### src/rtl/antares_seq_divider_pkg.sv
// Shared defines for the ALU divider: widths, iteration count, state encoding
// and operand magnitude helpers.
package antares_seq_divider_pkg;

  localparam int unsigned DIV_WIDTH_DEFAULT  = 32;
  localparam int unsigned DIV_CYCLES_DEFAULT = 32;

  typedef enum logic {
    IDLE = 1'b0,
    BUSY = 1'b1
  } div_state_e;

  // Magnitude of a possibly-signed operand; 0x80000000 maps to itself (unsigned 2^31).
  function automatic logic [DIV_WIDTH_DEFAULT-1:0] div_mag(
    input logic [DIV_WIDTH_DEFAULT-1:0] value,
    input logic                         is_signed
  );
    return (is_signed && value[DIV_WIDTH_DEFAULT-1]) ?
           (~value + DIV_WIDTH_DEFAULT'(1)) : value;
  endfunction

  function automatic logic [DIV_WIDTH_DEFAULT-1:0] div_negate(
    input logic [DIV_WIDTH_DEFAULT-1:0] value,
    input logic                         neg
  );
    return neg ? (~value + DIV_WIDTH_DEFAULT'(1)) : value;
  endfunction

endpackage

### src/rtl/antares_seq_divider.sv
// Multi-cycle radix-2 restoring divider for the execute-stage ALU; one
// quotient bit per cycle, remainder sign follows the dividend.
module antares_seq_divider
  import antares_seq_divider_pkg::*;
#(
  parameter int unsigned DIV_WIDTH  = DIV_WIDTH_DEFAULT,
  parameter int unsigned DIV_CYCLES = DIV_CYCLES_DEFAULT
) (
  input  logic                 clk,
  input  logic                 rst,
  input  logic                 op_divs,
  input  logic                 op_divu,
  input  logic [DIV_WIDTH-1:0] dividend,
  input  logic [DIV_WIDTH-1:0] divisor,
  output logic [DIV_WIDTH-1:0] quotient,
  output logic [DIV_WIDTH-1:0] remainder,
  output logic                 div_stall
);

  localparam int unsigned CNT_W = $clog2(DIV_CYCLES);

  div_state_e           state;
  logic [DIV_WIDTH-1:0] quo_reg;
  logic [DIV_WIDTH-1:0] rem_reg;
  logic [DIV_WIDTH-1:0] dsr_reg;
  logic [CNT_W-1:0]     cnt_reg;
  logic                 neg_q;
  logic                 neg_r;

  logic                 start;
  logic [DIV_WIDTH:0]   shifted;
  logic [DIV_WIDTH:0]   trial;
  logic                 trial_neg;
  logic [DIV_WIDTH-1:0] next_rem;
  logic [DIV_WIDTH-1:0] next_quo;

  assign start = op_divs | op_divu;

  // One restoring step; the 33-bit trial keeps the borrow in its top bit.
  always_comb begin
    shifted   = {rem_reg, quo_reg[DIV_WIDTH-1]};
    trial     = shifted - {1'b0, dsr_reg};
    trial_neg = trial[DIV_WIDTH];
    next_rem  = trial_neg ? shifted[DIV_WIDTH-1:0] : trial[DIV_WIDTH-1:0];
    next_quo  = {quo_reg[DIV_WIDTH-2:0], ~trial_neg};
  end

  always_ff @(posedge clk) begin
    if (rst) begin
      state     <= IDLE;
      quo_reg   <= '0;
      rem_reg   <= '0;
      dsr_reg   <= '0;
      cnt_reg   <= '0;
      neg_q     <= 1'b0;
      neg_r     <= 1'b0;
      div_stall <= 1'b0;
    end else begin
      case (state)
        IDLE: begin
          if (start) begin
            // Signed wins when both start strobes are high.
            quo_reg   <= div_mag(dividend, op_divs);
            dsr_reg   <= div_mag(divisor, op_divs);
            rem_reg   <= '0;
            cnt_reg   <= CNT_W'(DIV_CYCLES - 1);
            neg_q     <= op_divs & (dividend[DIV_WIDTH-1] ^ divisor[DIV_WIDTH-1]);
            neg_r     <= op_divs & dividend[DIV_WIDTH-1];
            div_stall <= 1'b1;
            state     <= BUSY;
          end
        end
        BUSY: begin
          quo_reg <= next_quo;
          rem_reg <= next_rem;
          cnt_reg <= cnt_reg - CNT_W'(1);
          if (cnt_reg == '0) begin
            div_stall <= 1'b0;
            state     <= IDLE;
          end
        end
        default: begin
          div_stall <= 1'b0;
          state     <= IDLE;
        end
      endcase
    end
  end

  // Sign correction from registered magnitudes and flags.
  assign quotient  = div_negate(quo_reg, neg_q);
  assign remainder = div_negate(rem_reg, neg_r);

endmodule
### config.mk
export PLATFORM = sky130hd
export DESIGN_NAME = antares_seq_divider
export DESIGN_NICKNAME = d
export VERILOG_FILES = /design/src/rtl/antares_seq_divider_pkg.sv /design/src/rtl/antares_seq_divider.sv
export SDC_FILE = /design/constraint.sdc
export NUM_CORES = 1
export LEC_CHECK = 0
export ABC_CLOCK_PERIOD_IN_PS = 5800
export CAP_MARGIN = 10
export CELL_PAD_IN_SITES_DETAIL_PLACEMENT = 1
export CELL_PAD_IN_SITES_GLOBAL_PLACEMENT = 1
export CORE_UTILIZATION = 40
export DETAILED_ROUTE_END_ITERATION = 6
export PLACE_DENSITY = 0.92
export SLEW_MARGIN = 20
export SYNTH_ARGS = -nofsm -noshare
export SYNTH_HDL_FRONTEND = slang
export SYNTH_SLANG_ARGS = --single-unit
### constraint.sdc
create_clock -name clk -period 5.8 [get_ports clk]
set_clock_uncertainty 0.15 [all_clocks]
set_input_delay 1.16 -clock clk [delete_from_list [all_inputs] [get_ports clk]]
set_output_delay 1.16 -clock clk [all_outputs]
set_load 0.01 [all_outputs]
==> Yosys cells after proc, flatten, opt, wreduce, memory -nomap -nowiden <==
Index checks and enable logic that the tools add are counted.
{ "classes": {"n_addsub": 6, "eq_ne": 2, "mux": 17, "bitwise_logic": 10, "reduce_logical": 5} }
{ "op_table": {"columns": ["cell", "count"], "rows": [
  ["2-to-1 mux 32 bit", 7],
  ["adder 32 x 1 -> 32 bit, second input constant", 4],
  ["NOT 32 bit", 4],
  ["one-hot mux 32 bit (2 select lines)", 2],
  ["subtractor 33 x 32 -> 33 bit", 1],
  ["one-hot mux 5 bit (2 select lines)", 1],
  ["zero test 5 bit", 1],
  ["2-to-1 mux 5 bit", 1],
  ["subtractor 5 x 1 -> 5 bit, second input constant", 1],
  ["2-to-1 mux 1 bit", 4],
  ["one-hot mux 1 bit (2 select lines)", 2],
  ["AND reduction 2 bit", 2],
  ["AND 1 bit", 2],
  ["logical AND 1 bit", 2],
  ["!= test 2 x 1 -> 1 bit, second input constant", 1],
  ["!= test 2 bit, second input constant", 1],
  ["NOT 1 bit", 2],
  ["OR 1 bit", 1],
  ["bitwise XOR 1 bit", 1]
]} }
{ "totals": {"register_bits": 105, "inputBits": 68, "out_inout_bits": 65, "word_cells": 48} }

==> Logic depth before layout (Yosys ltp) <==
{ "depth": {"depth_word": 5, "ltp_mapped": 14, "depth_no_buf": 12} }

==> Least setup slack after synthesis <==
Ideal clock, no wire load.
{ "synth_path": {"kind": "reg-to-output", "start": "register rem_reg[6]", "end": "output remainder[29]", "arrival_ns": 3.263, "required_ns": 4.490, "setup_slack_ns": 1.227, "path_stages_with_launch": 9, "n_path_buf": 0, "path_cell_list": "dfxtp_1 > or4_4 > or3_4 > or3_4 > or4_4 > or3_4 > or4_4 > o41ai_2 > xnor2_1"} }
{ "synth_via": {"elab_chain_len": 3} }
{ "synth_lines": {"columns": ["item", "line", "rtl"], "rows": [
  ["from (decl)", "antares_seq_divider.sv:24", "logic [DIV_WIDTH-1:0] rem_reg;"],
  ["from (signal assigned)", "antares_seq_divider.sv:75", "rem_reg <= next_rem;"],
  ["NOT 32 bit", "antares_seq_divider_pkg.sv:26", "return neg ? (~value + DIV_WIDTH_DEFAULT'(1)) : value;"],
  ["adder 32 x 1 -> 32 bit", "antares_seq_divider_pkg.sv:26", null],
  ["2-to-1 mux 32 bit", "antares_seq_divider_pkg.sv:26", null],
  ["to (decl)", "antares_seq_divider.sv:16", "output logic [DIV_WIDTH-1:0] remainder,"]
]} }
Every way passes these cells.

==> Worst setup path in the final report <==
Ends and elaborated chain as after synthesis.

==> flow_metrics.env <==
export IMPL_clkSinkCount=105
export IMPL_synthCells=1144
export IMPL_synth_area_leaders="dfxtp_1, xnor2_1, nor2_1, ha_1, a21oi_1"
export IMPL_tightest_slew_ps=1030
export IMPL_slew_viol_final=0
export IMPL_routabilityCongestion=0.930
export IMPL_status="finished, final reports clean"
export IMPL_cap_violations=0
export IMPL_cts_inserted_buffers=9
export IMPL_crit_slowest_cell="or4_4"
export IMPL_powerDensity_mw_per_mm2=604
export IMPL_grt_max_degree=80
export IMPL_final_setup_viol_count=0
export IMPL_die_area_sq_mm=0.0218
export IMPL_cts_resized=0
export IMPL_crit_path_end_kind="primary output"
export IMPL_cpPeakStageDelay_ps=590
export IMPL_place_detailed_hpwl_microns=21500
export IMPL_synth_cell_type_count=57
export IMPL_synth_edff_count=0
export IMPL_vdd_drop_max_mv=0.342
export IMPL_cts_tree="done"
export IMPL_fmax_ghz=0.178
export IMPL_critPathRequiredTime_ps=4490
export IMPL_portBuffers=132
export IMPL_async_flop_share=0
export IMPL_crit_fanout=8
export IMPL_syn2layout_area_growth_pct=21.2
export IMPL_grt_setup_unrepaired="false"
export IMPL_wl_per_cell_microns=18.8
export IMPL_num_rows=52
export IMPL_slew_headroom=0.308
export IMPL_synth_top_cell_by_area="dfxtp_1"
export IMPL_clock_latency_ps=360
export IMPL_die_h_microns=148
export IMPL_viasPerCell=5.94
export IMPL_drt_iter0_markers=532
export IMPL_grt_pass1_vias=9055
export IMPL_place_area_sq_mm=0.00999
export IMPL_synth_flop_cell="dfxtp_1"
export IMPL_syn_area_sq_mm=0.00850
export IMPL_ctsLongestPathBuffers=2
export IMPL_finish_instance_area_sq_mm=0.0103
export IMPL_finalCritPeriodShare=0.969
export IMPL_cellLeakagePower_uw=0.00388
export IMPL_ys_seq_area_frac=0.247
export IMPL_htree_levels=3
export IMPL_diodes=0
export IMPL_io_pins=133
export IMPL_cp_arrival_ps=4310
export IMPL_num_vias=8956
export IMPL_syn_area_per_cell_sq_um=7.43
export IMPL_grt_pass1_wl_microns=46100
export IMPL_grt_ovfl_total=0
export IMPL_start_util=0.413
export IMPL_first_pass_iters=4
export IMPL_post_place_ws_ps=569
export IMPL_clk_pin_slew_ps=80
export IMPL_cts_setup_buffers=0
export IMPL_postLayoutSetupSlackWorst_ps=177
export IMPL_coreArea_sq_mm=0.0206
export IMPL_tns_ps=0
export IMPL_critPathLaunchType="flip-flop"
export IMPL_holdCritPathClass="flip-flop to flip-flop"
export IMPL_antenna_found_initial=0
export IMPL_netlist_area_leader_share=0.247
export IMPL_track_usage=0.261
export IMPL_postCtsHoldBufs=0
export IMPL_hold_viol_final=0
export IMPL_critPathKind="flip-flop to primary output"
export IMPL_drive_above_1_share=0.0396
export IMPL_synth_seq_cells=105
export IMPL_finalHoldWorstSlack_ps=317
export IMPL_crit_chain="or4_4, or3_4, or3_4, or4_4, or3_4, or4_4, o41ai_2, xnor2_1, clkdlybuf4s50_1"
export IMPL_period_minus_slack_ps=5620
export IMPL_dieWidth_microns=148
export IMPL_drt_wl_total_microns=28400
export IMPL_drtAntennaViolNets=0
export IMPL_ys_warnings_count=0
export IMPL_cts_root_buf="clkbuf_16"
export IMPL_syn_num_nets=1251
export IMPL_drcViolationCount=0
export IMPL_fin_nets=1339
==> logic make-up after synthesis <==
| kind of cell | share of synthesized area |
|---|---|
| flip-flops | 0.247 |
| multiplexers | 0.0225 |
| XOR/XNOR | 0.139 |
| AND/OR/NAND/NOR | 0.210 |
| buffers and inverters | 0.0543 |
| adder cells (fa/ha/maj) | 0.0583 |
| AO/OA/AOI/OAI | 0.268 |
==> stage by stage <==
| step | instances | util | total power (uW) |
|---|---|---|---|
| 6_report | 1507 | 0.501 | 6220 |
| 3_3_place_gp | 1491 | 0.486 | 5330 |
| 5_1_grt | 1507 | 0.501 | 6610 |
| 2_1_floorplan | 1144 | - | 4110 |
| 4_1_cts | 1507 | 0.501 | 6180 |
| 3_5_place_dp | 1491 | 0.486 | 5510 |
==> cell type report <==
cell class | instances | area, sq um
clock buffer | 11 | 243
clock inverter | 5 | 62.6
fill | 2582 | 10300
inverter | 57 | 214
multi-input combinational | 918 | 5950
sequential | 105 | 2110
tap | 270 | 338
timing repair buffer | 141 | 1380
==> worst max-delay path, delay by kind of cell (launching register included) <==
kind	cells	cell delay [ps]
AND/OR/NAND/NOR	6	2600
buffers and inverters	1	550
flip-flops	1	400
AO/OA/AOI/OAI	1	250
XOR/XNOR	1	160
==> synthesized netlist by cell type, drive strengths merged, types with 19 or more instances <==
master    n
nor3     37
nand2    98
o21ai    82
a211oi   52
dfxtp   105
nor2    127
xor2     38
clkbuf   61
xnor2    97
or4      19
a21oi    90
ha       38
o31ai    30
inv      57
==> final timing paths <==
path / from / endpoint / slack [ps] / cells after the start
hold reg to reg: dsr_reg[31] / dsr_reg[31] / 320 / 2
hold / removal: dsr_reg[31] / dsr_reg[31] / 320 / 2
setup / recovery: rem_reg[6] / remainder[29] / 180 / 9
setup reg to reg: quo_reg[31] / rem_reg[1] / 1610 / 12
==> layout by cell type, fill, tap and decap left out, drive strengths merged, types with 3 or more instances in the layout <==
cell           instances
xor2                  38
and2                   8
o41ai                 14
buf                   10
or3                   17
o31ai                 30
ha                    38
nor3                  37
a21boi                 4
a32oi                  9
a211o                  3
nand2                 98
nand4                  7
a2111oi                4
a22o                   3
or4                   19
nand2b                13
a21o                  14
a21oi                 90
nor4                  13
nand3                 10
or2                    5
dfxtp                105
o211ai                 4
clkdlybuf4s50        131
inv                   58
o21ai                 82
a311oi                14
o21a                   6
nor2b                 10
xnor2                 97
mux2i                 18
clkbuf                11
nand3b                 4
a221oi                 3
nor2                 127
a211oi                52
a31oi                 10
==> power breakdown <==
group          leakage, uW  switching [uW]  internal, uW
sequential        0.000864             278           870
combinational      0.00287            2390          2020
clock             0.000142             306           350
total              0.00388            2970          3240
==> metal layers <==
layer  vias up  part of all wire  track usage  wire, microns
li1       4307                 -            -              -
met5         -                 0            0              0
met2       209              0.48        0.442          13700
met1      4378              0.45        0.332          12800
met4         0             0.028       0.0985            781
met3        62             0.038       0.0389           1070
Note: power is estimated with default switching activity, not from simulation.
